`src/rtl/alu_pkg.sv`:
```
// Shared opcode encodings, FSM state encoding and a compare-op helper
// used by the arbiter and its ALU.
package alu_pkg;

  localparam logic [3:0] OP_ADD = 4'b0000;
  localparam logic [3:0] OP_SUB = 4'b0001;
  localparam logic [3:0] OP_SHL = 4'b0010;
  localparam logic [3:0] OP_SHR = 4'b0100;
  localparam logic [3:0] OP_MUL = 4'b1000;
  localparam logic [3:0] OP_AND = 4'b0011;
  localparam logic [3:0] OP_OR  = 4'b0110;
  localparam logic [3:0] OP_EQ  = 4'b1100;
  localparam logic [3:0] OP_GT  = 4'b1001;
  localparam logic [3:0] OP_LT  = 4'b0101;

  localparam logic [1:0] ST_IDLE = 2'd0;
  localparam logic [1:0] ST_MULW = 2'd1;
  localparam logic [1:0] ST_EXEC = 2'd2;
  localparam logic [1:0] ST_RESP = 2'd3;

  function automatic logic is_cmp(input logic [3:0] op);
    return (op == OP_EQ) || (op == OP_GT) || (op == OP_LT);
  endfunction

endpackage

```
`src/rtl/alu.sv`:
```
// Combinational 32-bit ALU. Outputs are unmasked: the caller decides
// whether the result or the compare flag is meaningful for an opcode.
module alu
  import alu_pkg::*;
(
  input  logic [31:0] a,
  input  logic [31:0] b,
  input  logic [3:0]  op,
  output logic [31:0] result,
  output logic        branch
);

  logic big_shift;
  assign big_shift = |b[31:5];

  always_comb begin
    // NOTE: every output gets a default before the case so no latch is inferred.
    result = a + b;
    branch = (a == b);
    case (op)
      OP_SUB:  result = a - b;
      OP_SHL:  result = big_shift ? 32'd0 : (a << b[4:0]);
      OP_SHR:  result = big_shift ? 32'd0 : (a >> b[4:0]);
      OP_MUL:  result = a * b;
      OP_AND:  result = a & b;
      OP_OR:   result = a | b;
      default: result = a + b;
    endcase
    case (op)
      OP_GT:   branch = (a > b);
      OP_LT:   branch = (a < b);
      default: branch = (a == b);
    endcase
  end

endmodule

```
`src/rtl/alu_arbiter.sv`:
```
// Two-requester front end sharing one ALU, one operation in flight,
// round-robin tie-break and a shared result bus.
module alu_arbiter
  import alu_pkg::*;
#(
  parameter int MUL_EXTRA = 1
) (
  input  logic        clk,
  input  logic        rst,
  input  logic        req0_valid,
  input  logic        req1_valid,
  output logic        req0_ready,
  output logic        req1_ready,
  input  logic [31:0] req0_a,
  input  logic [31:0] req0_b,
  input  logic [31:0] req1_a,
  input  logic [31:0] req1_b,
  input  logic [3:0]  req0_op,
  input  logic [3:0]  req1_op,
  output logic        resp0_valid,
  output logic        resp1_valid,
  input  logic        resp0_ready,
  input  logic        resp1_ready,
  output logic [31:0] resp_result,
  output logic        resp_branch
);

  localparam logic [1:0] MUL_LOAD = (MUL_EXTRA > 0) ? 2'(MUL_EXTRA - 1) : 2'd0;

  logic [1:0]  state;
  logic        prio;
  logic [1:0]  cnt;
  logic [31:0] a_q;
  logic [31:0] b_q;
  logic [3:0]  op_q;
  logic        id_q;

  logic        idle;
  logic        gnt_id;
  logic        accept;
  logic [3:0]  acc_op;
  logic [31:0] alu_result;
  logic        alu_branch;
  logic        resp_take;

  // prio=1 lets requester 1 win a tie; a lone valid always wins.
  assign idle       = (state == ST_IDLE) && !rst;
  assign gnt_id     = req1_valid && (!req0_valid || prio);
  assign req0_ready = idle && req0_valid && !gnt_id;
  assign req1_ready = idle && gnt_id;
  assign accept     = req0_ready || req1_ready;
  assign acc_op     = gnt_id ? req1_op : req0_op;

  assign resp0_valid = (state == ST_RESP) && !id_q;
  assign resp1_valid = (state == ST_RESP) && id_q;
  assign resp_take   = id_q ? resp1_ready : resp0_ready;

  alu u_alu (
    .a      (a_q),
    .b      (b_q),
    .op     (op_q),
    .result (alu_result),
    .branch (alu_branch)
  );

  // NOTE: sequential state uses non-blocking assignments so every register
  // samples pre-edge values regardless of statement order.
  always_ff @(posedge clk) begin
    if (rst) begin
      state       <= ST_IDLE;
      prio        <= 1'b0;
      cnt         <= 2'd0;
      resp_result <= 32'd0;
      resp_branch <= 1'b0;
    end else begin
      case (state)
        ST_IDLE: begin
          if (accept) begin
            prio <= ~gnt_id;
            if ((acc_op == OP_MUL) && (MUL_EXTRA > 0)) begin
              cnt   <= MUL_LOAD;
              state <= ST_MULW;
            end else begin
              state <= ST_EXEC;
            end
          end
        end
        ST_MULW: begin
          if (cnt == 2'd0) state <= ST_EXEC;
          else             cnt   <= cnt - 2'd1;
        end
        ST_EXEC: begin
          resp_result <= is_cmp(op_q) ? 32'd0 : alu_result;
          resp_branch <= is_cmp(op_q) && alu_branch;
          state       <= ST_RESP;
        end
        default: begin
          if (resp_take) state <= ST_IDLE;
        end
      endcase
    end
  end

  // NOTE: operand/id capture registers carry no reset; they are only read
  // after an accept has loaded them, so a reset would buy nothing.
  always_ff @(posedge clk) begin
    if (accept) begin
      a_q  <= gnt_id ? req1_a : req0_a;
      b_q  <= gnt_id ? req1_b : req0_b;
      op_q <= acc_op;
      id_q <= gnt_id;
    end
  end

endmodule
```
`config.mk`:
```
export PLATFORM = sky130hd
export DESIGN_NAME = alu_arbiter
export DESIGN_NICKNAME = d
export VERILOG_FILES = /design/src/rtl/alu_pkg.sv /design/src/rtl/alu.sv /design/src/rtl/alu_arbiter.sv
export SDC_FILE = /design/constraint.sdc
export NUM_CORES = 2
export LEC_CHECK = 0
export CAP_MARGIN = 20
export CORE_UTILIZATION = 55
export DETAILED_ROUTE_END_ITERATION = 16
export PLACE_DENSITY = 0.75
export SYNTH_ARGS = -nofsm -noshare
export SYNTH_HDL_FRONTEND = slang
export SYNTH_SLANG_ARGS = --single-unit
```
`constraint.sdc`:
```
create_clock -name clk -period 10.1 [get_ports clk]
set_clock_uncertainty 0.15 [all_clocks]
set_input_delay 1.515 -clock clk [delete_from_list [all_inputs] [get_ports clk]]
set_output_delay 1.515 -clock clk [all_outputs]
set_load 0.02 [all_outputs]
```
==> metrics.csv <==
metric;value;unit
outcome;finished clean;
critPathKind;flop to flop;
synthCells;3347;
ios;179;
portBuffers;178;
grt_usage;46.6;%
required;10240;ps
clkLatencyLatePin;400;ps
antenna_found_initial;10;
hold_class;flop to flop;
ys_types;88;
avgSynthCellArea;8.25;sq um
rsz0062_at_grt;no;
die_area;51100;sq um
syn_nets;4124;
finalWirelength;116000;um
yosysSeqAreaShare;10.3;%
routabilityCongestion;1.08;
synth-edff-count;69;
synthFlopType;edfxtp_1;
gr-total-overflow;0;
cp_slowest_stage_delay;1140;ps
drc;0;
slowest_stage;edfxtp_1;
coreArea;49300;sq um
ctsHtreeMaxLevel;3;
initial_core_util;56.1;%
period_share;91.2;%
cts_made_buffers;9;
critPathTopFamily;adder cells;
synth.yosys.warnings;0;
wl_per_cell;28.4;um
cts-resized-gates;0;
path_buf_inv;3;
worst_setup_path_end_kind;flop;
drtIter0Drc;3048;
grt_max_degree;72;
finalHoldViolCount;0;
cp-start-kind;flop;
path_cells;inv_1, nor2_1, fa_1, fa_1, inv_1, fa_1, fa_1, fa_1, inv_1, fa_1, fa_1, fa_1, ha_1, and4_1, and3_1, a21oi_1, o21ai_0, or2_2, mux2_2, o21ai_0, nand4_1, o41a_1;
slew-limit-headroom;20.8;%
cts_root_buf;clkbuf_16;
fmaxAchievable;109;MHz
first_pass_iters;6;
cp_common_cell;fa_1;
yosysMostFrequentCell;nand2_1;
drive_gt1_share;5.85;%
grt_first_pass_wirelength;171000;um
synth_area;27600;sq um
cts_setup_buffers;0;
detailed_place_hpwl;88900;um
area_growth;10.1;%
worstPathArrival;9350;ps
grt_pass1_vias;27200;
slew_violations;0;
floorplan.die.height;226;um
holdBufCountCts;0;
period_minus_slack;9210;ps
synth_area_leaders;fa_1 (30%), ha_1 (10%), edfxtp_1 (7.5%), nand2_1 (7.1%), inv_1 (6.4%);
clkSinkCount;107;
vias;26500;
die_w;226;um
rows;81;
num-fill-cells;4319;
yosys.area.top_type_share;29.7;%
crit_fanout;14;
yosys.area.top_type;fa_1;
cap_violations;0;
rrSetupSlack;890;ps
nNetsFinal;4192;
tightest_slew;1190;ps
synth-async-reset-ratio;0;%
cts_tree;done;
synth.cells.most_frequent;nand2_1 (521), inv_1 (470), nor2_1 (469), fa_1 (410), ha_1 (225);
cts_buffer_depth;2;
setup_viol;0;
avgViaCountPerCell;6.48;
clk_pin_slew;80;ps
synth-seq-cells;107;
ant_nets;0;
fin_setup_tns;0;ps
## placed cells by master, fill, tap and decap left out, drive strengths merged, types with 23 or more instances in the layout
| cell | instances |
|---|---|
| nand2 | 521 |
| inv | 480 |
| nor2 | 470 |
| fa | 410 |
| ha | 225 |
| clkdlybuf4s50 | 178 |
| a21oi | 149 |
| o21ai | 105 |
| xnor2 | 92 |
| buf | 82 |
| edfxtp | 69 |
| mux4 | 56 |
| mux2i | 41 |
| dfxtp | 38 |
| nor3 | 33 |
| a21o | 30 |
| o211ai | 29 |
| nand3 | 28 |
| xor2 | 27 |
| o22ai | 23 |
## per-layer routing
layer	global-route usage, %	vias to the layer above	routed length [um]
li1	-	11000	-
met3	14.6	601	15500
met5	0.880	-	126
met4	33.0	12	10100
met1	57.5	12900	41400
met2	69.1	2008	49100
## worst register-to-register path: cells and delay by family, from the launching register on
family	cells	cell delay (ps)
muxes	1	270
AOI/OAI and AO/OA	4	1110
DFF	1	1140
and+or+nand+nor	5	1320
buffers and inverters	3	920
adders and majority gates	9	4180
## flip-flops by register name (all words and copies together), names as in the netlist
signal / count
a_q: 32
b_q: 32
cnt: 2
id_q: 1
op_q: 4
prio: 1
resp_branch: 1
resp_result: 32
state: 2
## path summary, 6_finish.rpt
path | startpoint | endpoint | cells past startpoint
max | a_q[7] | resp_result[30] | 22
max reg2reg | a_q[7] | resp_result[30] | 22
min reg2reg | resp_result[27] | resp_result[27] | 2
min | resp_result[27] | resp_result[27] | 2
## per-stage QoR
| step | area (sq um) | utilization, % | setup slack, ps | hold WS [ps] | cells |
|---|---|---|---|---|---|
| 5_1_grt | 30400 | 61.7 | 902 | 331 | 4084 |
| 3_3_place_gp | 30100 | 61.1 | 1380 | 292 | 4068 |
| 6_report | 30400 | 61.7 | 890 | 307 | 4089 |
| 3_5_place_dp | 30100 | 61.1 | 1230 | 300 | 4068 |
| 4_1_cts | 30400 | 61.7 | 1220 | 313 | 4084 |
| 2_1_floorplan | 27600 | - | 1900 | 296 | 3347 |
## cell type report
class	count	area, sq um	share of cell area, %
antenna	5	12.5	0.0411
multi-input combinational	2547	22200	73.0
clock buffer	9	225	0.741
tap	664	831	2.73
inverter	490	1840	6.05
clock inverter	7	61.3	0.202
sequential	107	2830	9.32
timing repair buffer	260	2410	7.92
## cell families after synthesis
| family | share of synthesized area, % |
|---|---|
| buffers and inverters | 9.62 |
| AOI/OAI and AO/OA | 12.7 |
| xor gates and xnor gates | 3.85 |
| adders and majority gates | 39.9 |
| muxes | 6.50 |
| and+or+nand+nor | 17.1 |
| DFF | 10.3 |
Power is left out: the tool's default activity adds up to more than one toggle a clock period on the data nets, which glitch-free logic cannot reach.
